===== config.mk =====
export PLATFORM = sky130hd
export DESIGN_NAME = serial_subtractor
export DESIGN_NICKNAME = d
export VERILOG_FILES = /design/src/rtl/serial_subtractor.sv
export SDC_FILE = /design/constraint.sdc
export NUM_CORES = 1
export LEC_CHECK = 0
export BUFFER_PORTS_ARGS = -buffer_cell sky130_fd_sc_hd__buf_2
export CORE_MARGIN = 8
export CORE_UTILIZATION = 30
export DETAILED_ROUTE_END_ITERATION = 16
export GPL_ROUTABILITY_DRIVEN = 0
export PLACE_DENSITY = 0.46
export SLEW_MARGIN = 30
export SYNTH_ARGS = -nofsm -noshare
export SYNTH_HDL_FRONTEND = slang
export SYNTH_SLANG_ARGS = --single-unit

===== constraint.sdc =====
create_clock -name clk -period 3.9 [get_ports clk]
set_input_delay 0.195 -clock clk [delete_from_list [all_inputs] [get_ports clk]]
set_output_delay 0.195 -clock clk [all_outputs]
set_load 0.01 [all_outputs]

===== src/rtl/serial_subtractor.sv =====
// +-----------------------------------------------------------------------+
// | serial_subtractor: bit-serial LSB-first a - b with start/done (rev 1.0)|
// +-----------------------------------------------------------------------+
`default_nettype none

module serial_subtractor #(
  parameter int WIDTH = 8
) (
  input  logic             clk,
  input  logic             rst_n,
  input  logic             start,
  input  logic [WIDTH-1:0] a,
  input  logic [WIDTH-1:0] b,
  output logic             busy,
  output logic             done,
  output logic [WIDTH-1:0] diff,
  output logic             burrow,
  output logic             zero
);

  localparam int            CW        = $clog2(WIDTH + 1);
  localparam logic [CW-1:0] LAST_STEP = CW'(WIDTH - 1);

  typedef enum logic [0:0] {IDLE = 1'b0, RUN = 1'b1} state_t;

  state_t           state;
  state_t           state_next;
  logic [WIDTH-1:0] sa;
  logic [WIDTH-1:0] sb;
  logic [WIDTH-1:0] res;
  logic [WIDTH-1:0] res_next;
  logic [CW-1:0]    cnt;
  logic             bin;
  logic             d_bit;
  logic             bout;
  logic             last_step;

  always_ff @(posedge clk or negedge rst_n) begin
    if (!rst_n) state <= IDLE;
    else        state <= state_next;
  end

  always_comb begin
    d_bit      = sa[0] ^ sb[0] ^ bin;
    bout       = (~sa[0] & sb[0]) | (~(sa[0] ^ sb[0]) & bin);
    res_next   = {d_bit, res[WIDTH-1:1]};
    last_step  = (cnt == LAST_STEP);
    state_next = state;
    case (state)
      IDLE:    if (start) state_next = RUN;
      RUN:     if (last_step) state_next = IDLE;
      default: state_next = IDLE;
    endcase
  end

  // Result outputs only move on the completion edge; they hold through a following RUN.
  always_ff @(posedge clk or negedge rst_n) begin
    if (!rst_n) begin
      sa     <= '0;
      sb     <= '0;
      res    <= '0;
      bin    <= 1'b0;
      cnt    <= '0;
      busy   <= 1'b0;
      done   <= 1'b0;
      diff   <= '0;
      burrow <= 1'b0;
      zero   <= 1'b1;
    end else begin
      done <= 1'b0;
      case (state)
        IDLE: begin
          if (start) begin
            sa   <= a;
            sb   <= b;
            res  <= '0;
            bin  <= 1'b0;
            cnt  <= '0;
            busy <= 1'b1;
          end
        end
        RUN: begin
          sa  <= sa >> 1;
          sb  <= sb >> 1;
          res <= res_next;
          bin <= bout;
          cnt <= cnt + 1'b1;
          if (last_step) begin
            diff   <= res_next;
            burrow <= bout;
            zero   <= (res_next == '0);
            done   <= 1'b1;
            busy   <= 1'b0;
          end
        end
        default: ;
      endcase
    end
  end

endmodule

`default_nettype wire


==> flow_summary.yaml, run 1 <==
power_and_ir_drop:
  p_total_w: 0.00154
  vdd_drop_max_mv: 0.230
  p_leak_nw: 1.02
  cellPowerDensity_mw_per_mm2: 746
place:
  dpl_cell_area_mm2: 0.00195
  placedCellCount: 251
  port_buffers: 30
  place_hpwl_um: 2480
synth:
  synth_top_area_frac: 0.572
  synth_warnings: 0
  ys_seq_elements: 41
  synth_area_per_cell_um2: 11.4
  synth_cells: 154
  yosysSeqAreaShare: 0.587
  synth_area_leaders: "dfrtp_1, mux2i_1, o21ai_0"
  yosysTopAreaCell: "dfrtp_1"
  netlist_area_mm2: 0.00175
  synth.net_count: 175
  yosys.cell_types.count: 23
detailed_routing:
  drt-total-wl_um: 3500
  drtIter0Drc: 45
  dr.pass1.iters: 4
  vias: 1179
  routedWlPerCell_um: 13.4
  avgViaCountPerCell: 4.53
  drc: 0
  drtAntennaViolNets: 0
worst_setup_path:
  worstRegToRegCells: 3
  slowest_stage: "mux2_4"
  r2r_end: "diff[2]$_DFFE_PN0P_"
  r2r_start: "cnt[0]$_DFFE_PN0P_"
  crit_path_max_fanout: 13
  reg2reg_slack_ns: 2.36
  arrival_ns: 1.71
  cpPeakStageDelay_ns: 0.43
  worst_setup_path_start_kind: "flip-flop"
  path_cells: "ha_1 -> nand4b_2 -> mux2_4"
  startpoint: "cnt[0]$_DFFE_PN0P_"
  cp-endpoint: "diff[2]$_DFFE_PN0P_"
  required_ns: 4.07
  end_kind: "flip-flop"
  path_class: "reg2reg"
timing:
  post-route-period-util: 0.396
  slew-limit-headroom: 0.556
  finalCriticalPeriod_ns: 1.54
  fin_worst_skew_ns: 0.00906
  maxSlewViolCount: 0
  tns_ns: 0
  rsz0062_at_grt: "false"
  whs_ns: 0.149
  worst_pin_slew_ns: 0.666
  fmax_ghz: 0.647
  final-hold-violation-count: 0
  setup_viol: 0
floorplanning:
  dieArea_mm2: 0.00853
  start_util: 0.303
  core_mm2: 0.00578
  num_rows: 28
  ios: 31
  die_y_um: 92.4
  die_width_um: 92.4
flow_run:
  maxCapViolCount: 0
clock_network:
  root_buffer: "clkbuf_8"
  insertion_delay_ns: 0.29
  post_cts_buffers: 0
  numCtsBuffers: 5
  cts_tree: "done"
  cts_resized: 0
  cts_sinks: 41
  cts_hold_buf: 0
  cts-htree-levels: 2
  clk_path_buf_depth: 2
  cts.clk_slew.worst_paths_ns: 0.08
finish:
  stdcell_area_mm2: 0.00206
  final_cell_mix: "dfrtp_1, nand2_1, buf_2"
  final_layout_size_suffix_gt1_frac: 0.265
  fin_nets: 205
  synthToLayoutAreaGrowth_pct: 17.8
  layout_commonest_cell: "dfrtp_1"
  diodes: 0
  finalNonFillerCells: 260
worst_hold_path:
  hp-class: "in2reg"
global_route:
  first_global_vias: 1320
  grt.total_usage: 0.0889
  grt_first_pass_wirelength_um: 6130
  grt_overflow_total: 0
  grt_max_degree: 42
  antenna_found_initial: 0
outcome:
  status: "completed"
-- critical path: cells and delay by family, from the launching register on --
| kind | cells | cell delay, ns |
|---|---|---|
| simple gates | 1 | 0.39 |
| mux | 1 | 0.43 |
| fa+ha+maj | 1 | 0.22 |
| flops | 1 | 0.39 |
-- synthesized netlist by cell type, drive strengths merged --
library cell and number:
mux2i 16, dfstp 1, ha 1, nand3 2, xnor2 1, clkbuf 2
o21ai 24, nor2 5, buf 7, nor4 2, fa 1, nand2 32
a21oi 1, a22o 2, xor2 1, nand4b 1, dfrtp 40, inv 5
o22ai 2, mux2 8
-- per-layer routing --
| metal | track usage | share of wire | wire, µm | vias up |
|---|---|---|---|---|
| met2 | 0.149 | 0.49 | 1700 | 26 |
| met4 | 0.0376 | 0.016 | 55 | 0 |
| li1 | - | - | - | 578 |
| met5 | 0 | 0 | 0 | - |
| met1 | 0.0978 | 0.44 | 1520 | 568 |
| met3 | 0.0356 | 0.061 | 214 | 7 |
-- cell type report --
| class | count | area (µm²) |
|---|---|---|
| clock buffers | 7 | 96.3 |
| fillers | 592 | 3720 |
| flip-flops and latches | 41 | 1030 |
| inverters | 5 | 18.8 |
| clock inverters | 1 | 5.00 |
| multi-input cells | 99 | 651 |
| well taps | 75 | 93.8 |
| repair buffers | 32 | 170 |
-- state kept, by name, indices dropped and copies added, names as in the netlist --
name,cells
diff,8
sa,8
sb,8
res,7
cnt,4
bin,1
burrow,1
busy,1
done,1
state,1
zero,1
-- per-stage QoR --
stage	util	setup slack, ns
3_5_place_dp	0.337	2.34
5_1_grt	0.357	2.22
6_report	0.357	2.36
4_1_cts	0.355	2.33
2_1_floorplan	-	2.53
3_3_place_gp	0.337	2.38
-- worst min-delay path by stage --
stage                      from  slack (ns)  depth (start not counted)             endpoint
after global placement    rst_n        0.37                          1       done$_DFF_PN0_
final                      b[7]        0.15                          3    sb[7]$_DFFE_PN0P_
after CTS                 rst_n        0.07                          1  diff[0]$_DFFE_PN0P_
after floorplan           rst_n       -0.10                          0      bin$_DFFE_PN0P_
after global routing       a[7]        0.17                          3    sa[7]$_DFFE_PN0P_
after detailed placement  rst_n        0.39                          1     busy$_DFFE_PN0P_
-- power by group --
| part | total, W | switching [W] | leakage, nW | internal [W] |
|---|---|---|---|---|
| registers | 0.000729 | 0.000125 | 0.523 | 0.000605 |
| logic | 0.000509 | 0.000267 | 0.439 | 0.000242 |
| clock network | 0.000300 | 0.000140 | 0.0542 | 0.000160 |
-- logic make-up (layout without fill, tap and decap cells) --
family,Yosys count,in the layout,share of synthesized area
fa+ha+maj,2,2,0.0186
buf+inv,14,45,0.0415
mux,24,24,0.154
simple gates,42,42,0.101
flops,41,41,0.587
compound gates,29,29,0.0886
xor+xnor,2,2,0.0100
Power figures use the tool's default switching activity.
==> run 2: changes to the inputs <==
--- a/config.mk
+++ b/config.mk
@@ -10,7 +10,7 @@
 export CORE_UTILIZATION = 30
 export DETAILED_ROUTE_END_ITERATION = 16
 export GPL_ROUTABILITY_DRIVEN = 0
-export PLACE_DENSITY = 0.46
+export PLACE_DENSITY = 0.48
 export SLEW_MARGIN = 30
 export SYNTH_ARGS = -nofsm -noshare
 export SYNTH_HDL_FRONTEND = slang
==> constraint.sdc (replaced) <==
create_clock -name clk -period 1.3 [get_ports clk]
set_input_delay 0.065 -clock clk [delete_from_list [all_inputs] [get_ports clk]]
set_output_delay 0.065 -clock clk [all_outputs]
set_load 0.01 [all_outputs]
==> run 2 against run 1 <==
Compared with the run above: the flow now finishes with violations (negative setup slack); critical path type unchanged; largest power group unchanged; sequential cell count is the same; combinational power increased to 3.6 times the previous value; critical path depth is 1 higher.
==> flow_summary.yaml, run 2 (same netlist as run 1, synthesis figures left out) <==
finish:
  final_cell_mix: "dfrtp_1, nand2_1, buf_2"
  layout_commonest_cell: "dfrtp_1"
  stdcell_area_mm2: 0.00220
  fin_nets: 217
  largestRegisters: "diff (8), sa (8), sb (8)"
  diodes: 0
  final_layout_size_suffix_gt1_frac: 0.325
  finish.utilization: 0.381
  synthToLayoutAreaGrowth_pct: 25.9
  finalNonFillerCells: 272
worst_setup_path:
  crit_path_max_fanout: 3
  startpoint: "sa[0]$_DFFE_PN0P_"
  cpPeakStageDelay_ns: 0.54
  worst_setup_path_start_kind: "flip-flop"
  end_kind: "flip-flop"
  slowest_stage: "fa_1"
  r2r_start: "sa[0]$_DFFE_PN0P_"
  required_ns: 1.53
  path_cells: "fa_1 -> nor4_2 -> nand2_1 -> o21ai_1"
  arrival_ns: 1.60
  path_class: "reg2reg"
detailed_routing:
  drt-total-wl_um: 3860
  dr.pass1.iters: 4
  avgViaCountPerCell: 4.64
  routedWlPerCell_um: 14.2
  vias: 1263
  drtIter0Drc: 42
  drc: 0
  drtAntennaViolNets: 0
power_and_ir_drop:
  cellPowerDensity_mw_per_mm2: 2220
  vdd_drop_max_mv: 0.711
  p_total_w: 0.00489
  p_leak_nw: 1.07
clock_network:
  cts_sinks: 41
  clk_path_buf_depth: 2
  cts.clk_slew.worst_paths_ns: 0.08
  root_buffer: "clkbuf_8"
  cts-htree-levels: 2
  insertion_delay_ns: 0.29
  numCtsBuffers: 5
  cts_tree: "done"
floorplanning:
  die_width_um: 92.4
  core_mm2: 0.00578
  die_y_um: 92.4
  ios: 31
  start_util: 0.303
  dieArea_mm2: 0.00853
  num_rows: 28
global_route:
  antenna_found_initial: 0
  grt_first_pass_wirelength_um: 6590
  grt_overflow_total: 0
  grt_max_degree: 31
  first_global_vias: 1341
  grt.total_usage: 0.0967
place:
  place_hpwl_um: 2590
  dpl_cell_area_mm2: 0.00203
  port_buffers: 30
  placedCellCount: 257
worst_hold_path:
  hp-class: "in2reg"
  min_from: "b[7]"
timing:
  post-route-period-util: 1.06
  final-hold-violation-count: 0
  rsz0062_at_grt: "true"
  whs_ns: 0.0381
  fin_worst_skew_ns: 0.00954
  worst_pin_slew_ns: 0.350
  fmax_ghz: 0.728
  slew-limit-headroom: 0.766
  final.setup.worst_slack_ns: -0.0734
  finalCriticalPeriod_ns: 1.37
  maxSlewViolCount: 0
  setup_viol: 2
outcome:
  status: "complete, but fails checks"
  violations: "negative setup slack"
flow_run:
  maxCapViolCount: 0
==> run 2: changes by cell type in the layout (fill, tap and decap cells not counted), moves of 2 or more <==
cell / before / now
buf_12: 0 / 2
nand4b_4: 0 / 2
buf_4: 2 / 10
clkbuf_8: 7 / 5
==> run 2: final timing paths <==
check                                      end  slack (ns)  cells after the start
max reg2reg                   zero$_DFFE_PN1P_       -0.07                      4
max                           zero$_DFFE_PN1P_       -0.07                      4
min in group asynchronous  diff[6]$_DFFE_PN0P_        0.20                      2
min                          sb[7]$_DFFE_PN0P_        0.04                      3
max in group asynchronous     zero$_DFFE_PN1P_        0.60                      3
min reg2reg                   zero$_DFFE_PN1P_        0.48                      2
==> run 2: repair_timing <==
action,CTS,global route
hold buffers,1,0
gates cloned,1,0
endpoints found under the setup margin,9,13
hold endpoints to repair,31,0
setup buffers,3,2
gates resized for setup,2,4
==> run 2: routing by layer <==
metal  up-vias  routed length (µm)  global-route usage
met3         4                 246              0.0388
li1        608                   -                   -
met4         0                  33              0.0282
met1       619                1650               0.111
met2        32                1930               0.162
met5         -                   0                   0
==> run 2: area by class of cell <==
cell class | count | area [µm²]
multi-input combinational | 100 | 702
fill | 587 | 3580
sequential | 41 | 1030
clock buffer | 6 | 72.6
clock inverter | 2 | 10.0
inverter | 5 | 22.5
timing repair buffer | 43 | 275
tap | 75 | 93.8
==> run 2: critical path, delay by kind of cell, from the launching register on <==
kind            cells  cell delay, ns
simple gates        2            0.25
compound gates      1            0.12
fa+ha+maj           1            0.54
flops               1            0.40
==> run 2: per-stage QoR <==
stage               TNS [ns]  setup WS [ns]
detailed placement    -0.540        -0.0972
global placement      -0.181        -0.0862
finish                -0.111        -0.0734
floorplan           -0.00777       -0.00777
global route          -0.384         -0.164
CTS                  -0.0936        -0.0773
==> run 2: report_power, final <==
group / total, W / internal, W / switching [W]
combinational: 0.00182 / 0.000943 / 0.000875
clock: 0.000792 / 0.000372 / 0.000420
sequential: 0.00228 / 0.00181 / 0.000464
total: 0.00489 / 0.00313 / 0.00176
